<file path="config.mk">
export PLATFORM = sky130hd
export DESIGN_NAME = score_controller
export DESIGN_NICKNAME = d
export VERILOG_FILES = /design/src/rtl/score_controller_pkg.sv /design/src/rtl/score_controller_lane_tracker.sv /design/src/rtl/score_controller.sv
export SDC_FILE = /design/constraint.sdc
export NUM_CORES = 1
export LEC_CHECK = 0
export CAP_MARGIN = 20
export CORE_MARGIN = 1.5
export CORE_UTILIZATION = 35
export DETAILED_ROUTE_END_ITERATION = 6
export GPL_TIMING_DRIVEN = 0
export SYNTH_ARGS = -nofsm -noshare
export SYNTH_HDL_FRONTEND = slang
export SYNTH_HIERARCHICAL = 1
export SYNTH_SLANG_ARGS = --single-unit
</file>
<file path="constraint.sdc">
create_clock -name clock -period 12.8 [get_ports clock]
set_input_delay 3.84 -clock clock [delete_from_list [all_inputs] [get_ports clock]]
set_output_delay 3.84 -clock clock [all_outputs]
set_load 0.02 [all_outputs]
</file>
<file path="src/rtl/score_controller_pkg.sv">
// Shared encodings and sizing for the rhythm-game score controller.
package score_controller_pkg;

  localparam int NUM_LANES  = 4;
  localparam int LANE_W     = 2;
  localparam int MAX_MISSES = 3;
  localparam int PEND_MAX   = 3;

  typedef enum logic [5:0] {
    IDLE  = 6'd0,
    ARM   = 6'd1,
    PLAY  = 6'd2,
    DRAIN = 6'd3,
    OVER  = 6'd4
  } state_t;

endpackage

</file>
<file path="src/rtl/score_controller_lane_tracker.sv">
// One lane: key edge detect, per-frame hit flag and saturating pending-score counter.
module lane_tracker
  import score_controller_pkg::*;
(
  input  logic       clock,
  input  logic       resetn,
  input  logic       clear,
  input  logic       play,
  input  logic       key_n,
  input  logic       tile,
  input  logic       tick,
  input  logic       grant,
  output logic       miss_press,
  output logic       miss_tick,
  output logic [1:0] pending
);

  logic       key_q;
  logic       hit_flag;
  logic       press;
  logic       hit;
  logic [2:0] pend_net;

  assign press      = key_q & ~key_n;
  assign hit        = play & press & tile;
  assign miss_press = play & press & ~tile;
  // A press in the same cycle as the tick counts as this frame's hit.
  assign miss_tick  = play & tick & tile & ~(hit_flag | hit);
  assign pend_net   = {1'b0, pending} + {2'b0, hit} - {2'b0, grant};

  always_ff @(posedge clock) begin
    if (!resetn) begin
      key_q    <= 1'b1;
      hit_flag <= 1'b0;
      pending  <= 2'd0;
    end else begin
      key_q <= key_n;
      if (clear) begin
        hit_flag <= 1'b0;
        pending  <= 2'd0;
      end else begin
        if (play && tick)
          hit_flag <= 1'b0;
        else if (hit)
          hit_flag <= 1'b1;
        pending <= (pend_net > 3'(PEND_MAX)) ? 2'(PEND_MAX) : pend_net[1:0];
      end
    end
  end

endmodule

</file>
<file path="src/rtl/score_controller.sv">
// Game state machine, miss accumulator and round-robin score arbiter over four lanes.
module score_controller
  import score_controller_pkg::*;
(
  input  logic       clock,
  input  logic       resetn,
  input  logic       startn,
  input  logic [3:0] key_n,
  input  logic [3:0] tile_hit_zone,
  input  logic       tick,
  output logic [5:0] current_state,
  output logic       increment,
  output logic [1:0] misses,
  output logic       game_over
);

  state_t                         state;
  logic                           play;
  logic                           active;
  logic                           clear;
  logic [NUM_LANES-1:0]           grant;
  logic [NUM_LANES-1:0]           miss_press;
  logic [NUM_LANES-1:0]           miss_tick;
  logic [NUM_LANES-1:0]           pend_nz;
  logic [NUM_LANES-1:0][1:0]      pending;
  logic [LANE_W-1:0]              ptr;
  logic [LANE_W-1:0]              idx;
  logic [LANE_W-1:0]              grant_idx;
  logic                           grant_valid;
  logic [3:0]                     miss_sum;
  logic [3:0]                     miss_total;

  assign play          = (state == PLAY);
  assign active        = (state == PLAY) || (state == DRAIN);
  assign clear         = ((state == IDLE) || (state == OVER)) && !startn;
  assign current_state = state;

  for (genvar i = 0; i < NUM_LANES; i++) begin : g_lane
    lane_tracker u_lane (
      .clock      (clock),
      .resetn     (resetn),
      .clear      (clear),
      .play       (play),
      .key_n      (key_n[i]),
      .tile       (tile_hit_zone[i]),
      .tick       (tick),
      .grant      (grant[i]),
      .miss_press (miss_press[i]),
      .miss_tick  (miss_tick[i]),
      .pending    (pending[i])
    );
    assign pend_nz[i] = |pending[i];
  end

  // Search starts at the lane after the previous grant.
  always_comb begin
    grant       = '0;
    grant_idx   = '0;
    grant_valid = 1'b0;
    idx         = '0;
    for (int k = 0; k < NUM_LANES; k++) begin
      idx = ptr + LANE_W'(k);
      if (active && !grant_valid && pend_nz[idx]) begin
        grant_valid = 1'b1;
        grant_idx   = idx;
      end
    end
    if (grant_valid)
      grant[grant_idx] = 1'b1;
  end

  always_comb begin
    miss_sum = '0;
    for (int i = 0; i < NUM_LANES; i++)
      miss_sum = miss_sum + {3'b0, miss_press[i]} + {3'b0, miss_tick[i]};
    miss_total = {2'b0, misses} + miss_sum;
  end

  always_ff @(posedge clock) begin
    if (!resetn) begin
      state     <= IDLE;
      misses    <= 2'd0;
      increment <= 1'b0;
      game_over <= 1'b0;
      ptr       <= '0;
    end else begin
      increment <= grant_valid;
      if (grant_valid)
        ptr <= grant_idx + LANE_W'(1);
      if (play)
        misses <= (miss_total > 4'(MAX_MISSES)) ? 2'(MAX_MISSES) : miss_total[1:0];
      case (state)
        IDLE: begin
          if (!startn) begin
            state  <= ARM;
            misses <= 2'd0;
            ptr    <= '0;
          end
        end
        ARM: begin
          if (startn)
            state <= PLAY;
        end
        PLAY: begin
          if (misses == 2'(MAX_MISSES))
            state <= DRAIN;
        end
        DRAIN: begin
          if (!(|pend_nz)) begin
            state     <= OVER;
            game_over <= 1'b1;
          end
        end
        OVER: begin
          if (!startn) begin
            state     <= ARM;
            misses    <= 2'd0;
            ptr       <= '0;
            game_over <= 1'b0;
          end
        end
        default: state <= IDLE;
      endcase
    end
  end

endmodule
</file>
==> impl_metrics.yaml <==
timing:
  setup_viol: 0
  fin_skew_ps: 4.26
  slew_headroom_pct: 55.3
  finalCritPeriodShare_pct: 55.4
  finalHoldViolations: 0
  rsz0062_at_grt: "false"
  layout_setup_ws_ps: 5700
  min_period_ps: 7100
  timing.hold.ws_ps: 484
  max_freq_mhz: 141
  slew_viol_final: 0
  fin_setup_tns_ps: 0
  worst_pin_slew_ps: 664
synthesis:
  synthArstFlopShare_pct: 0
  ys_types: 46
  ys_seq_elements: 25
  ys_warn_count: 6
  yosysMostFrequentCell: "inv_1"
  synth_common_cells: "31 x inv_1, 25 x dfxtp_1, 16 x ha_1"
  yosysTopAreaCellShare_pct: 26.5
  ys.flop_type: "dfxtp_1"
  syn_area_per_cell_um2: 9.26
  syn_inst: 204
  synth-edff-count: 0
  syn_area_mm2: 0.00189
  yosys-top-cells-area: "dfxtp_1 26%, fa_1 11%, ha_1 11%"
  ys_seq_area_share_pct: 26.5
  synth_top_area_cell: "dfxtp_1"
setup_path:
  cp_slowest_cell: "clkdlybuf4s50_1"
  r2r-start: "current_state[2]$_SDFFE_PN0P_"
  ff2ff_setup_slack_ps: 8410
  slowest_delay_ps: 530
  path_cells: "clkdlybuf4s50_1 > and4bb_1 > fa_1 > inv_1 > fa_1 > fa_1 > fa_1 > inv_1 > fa_1 > nor3_1 > a21oi_1"
  worst-setup-path-type: "in2reg"
  critPathLaunchType: "primary input"
  cp.depth: 11
  path_max_fanout: 3
  crit_required_ps: 12960
  ff2ff_path_depth: 14
  critPathBufInv: 3
  endpoint: "misses[1]$_SDFF_PN0_"
  critical_path_arrival_ps: 7260
  crit_top_cell: "fa_1"
  crit_start: "tile_hit_zone[0]"
  cpLargestDelayFamily: "adder cells"
  end_kind: "flip-flop"
  r2r-end: "misses[1]$_SDFF_PN0_"
route:
  via_per_inst: 4.82
  wire_per_inst_um: 11.8
  routed_wl_um: 3540
  drtAntennaViolNets: 0
  dr.pass1.iters: 4
  initialDrtViolationCount: 38
  via_count: 1440
  drc: 0
global_route:
  busiest_layer: "met2"
  grt_pass1_wl_um: 6290
  grt_pass1_vias: 1420
  use_met1_pct: 17.3
  antenna_found_initial: 0
  use_met3_pct: 2.16
  overflow: 0
  grt_use_total_pct: 13.1
  grt_use_met2_pct: 23.1
  grt_max_degree: 15
die:
  initial_utilization_pct: 36.8
  coreArea_mm2: 0.00514
  dieArea_mm2: 0.00585
  die_x_um: 76.5
  ioPinCount: 22
  die_y_um: 76.5
  rows: 26
clock_network:
  cts_root_buffer: "clkbuf_8"
  cts_buffers: 3
  clk_latency_ps: 270
  clk_path_buf_depth: 2
  cts.reportedPaths.clkPinSlew_ps: 90
  cts_setup_buffers: 0
  htreeDepth: 1
  tritoncts: "yes"
  cts_hold_buffers: 0
  cts_resized: 0
  cts_sinks: 25
power_and_ir_drop:
  peakVddDrop_uv: 60.5
  power_leakage_nw: 0.939
  power_density_mw_per_mm2: 91.1
finish:
  fill_cells: 546
  area_growth_pct: 17.4
  antenna_cells_inserted: 0
  fin_nets: 268
  drive_gt1_share_pct: 10.5
place:
  dpl.hpwl_um: 2820
  numPortBuffers: 18
  gp_congestion: 0.707
  post-place-ws_ps: 5390
min_path:
  holdCritPathClass: "reg2reg"
job:
  max_cap_viol_count: 0
outcome:
  status: "finished clean"
## sequential cells by signal (all words and copies together), names as in the netlist
register,count
g_lane.u_lane/pending,8
g_lane.u_lane/hit_flag,4
misses,2
current_state,3
g_lane.u_lane/key_q,4
ptr,2
increment,1
game_over,1
## area by class of cell
type	instances	area (um2)	share of cell area (%)
plain buffers	7	38.8	1.75
clock buffers	3	41.3	1.86
clock inverters	1	5.00	0.226
inverters	31	116	5.25
multi-input cells	143	1240	56.0
flip-flops and latches	25	500	22.6
well taps	70	87.6	3.95
repair buffers	19	188	8.46
## power breakdown
part	internal, mW	total [mW]	switching (mW)
Sequential	0.0833	0.0915	0.00828
Combinational	0.0294	0.0626	0.0332
Clock	0.0218	0.0479	0.0261
## layout by cell type (no fill, tap or decap), types with 4 or more instances in the layout
cell type / instances
a21oi_1: 14
a221oi_2: 4
and2_1: 5
and4bb_1: 4
buf_4: 4
clkdlybuf4s50_1: 18
dfxtp_1: 25
fa_1: 10
ha_1: 16
inv_1: 31
nand2b_1: 11
nand3_1: 8
nand4b_2: 4
nor2_1: 12
nor3b_2: 4
o21ai_0: 7
xnor2_1: 4
## per-stage QoR
step	util [%]	power, mW	cells	instance area, um2
after global placement	42.1	0.155	294	2160
after CTS	43.2	0.204	299	2220
after global routing	43.2	0.217	299	2220
after detailed placement	42.3	0.156	295	2170
after floorplan	-	0.137	206	1900
final	43.2	0.202	299	2220
## worst min-delay path by stage
stage | cells past startpoint | to | startpoint
2_1_floorplan | 2 | g_lane[0].u_lane/hit_flag$_SDFFE_PP0P_ | g_lane[0].u_lane/hit_flag$_SDFFE_PP0P_
3_3_place_gp | 2 | g_lane[1].u_lane/hit_flag$_SDFFE_PP0P_ | g_lane[1].u_lane/hit_flag$_SDFFE_PP0P_
3_5_place_dp | 2 | g_lane[2].u_lane/hit_flag$_SDFFE_PP0P_ | g_lane[2].u_lane/hit_flag$_SDFFE_PP0P_
4_1_cts | 2 | g_lane[2].u_lane/hit_flag$_SDFFE_PP0P_ | g_lane[2].u_lane/hit_flag$_SDFFE_PP0P_
5_1_grt | 2 | g_lane[2].u_lane/hit_flag$_SDFFE_PP0P_ | g_lane[2].u_lane/hit_flag$_SDFFE_PP0P_
6_report | 2 | g_lane[1].u_lane/hit_flag$_SDFFE_PP0P_ | g_lane[1].u_lane/hit_flag$_SDFFE_PP0P_
## kinds of logic (layout without fill, tap and decap cells)
family                   after synthesis  after routing  share of synthesized area [%]
AND/OR/NAND/NOR                       64             64                           24.3
buffers and inverters                 38             61                           8.21
adder cells (fa/ha/maj)               28             28                           22.3
XOR/XNOR                               5              5                           2.32
flip-flops                            25             25                           26.5
other                                  1              3                          0.198
AO/OA/AOI/OAI                         43             43                           16.2
## per-layer routing
layer  wire [um]  vias up
met5           0        -
met4          12        0
met3          65        2
met2        1640       12
met1        1830      678
li1            -      748
## tightest hold or removal path: cells and delay by family (launching register included)
family / cells / cell delay [ps]
flip-flops: 1 / 330
buffers and inverters: 1 / 60
AO/OA/AOI/OAI: 1 / 50
Power figures use the tool's default switching activity.
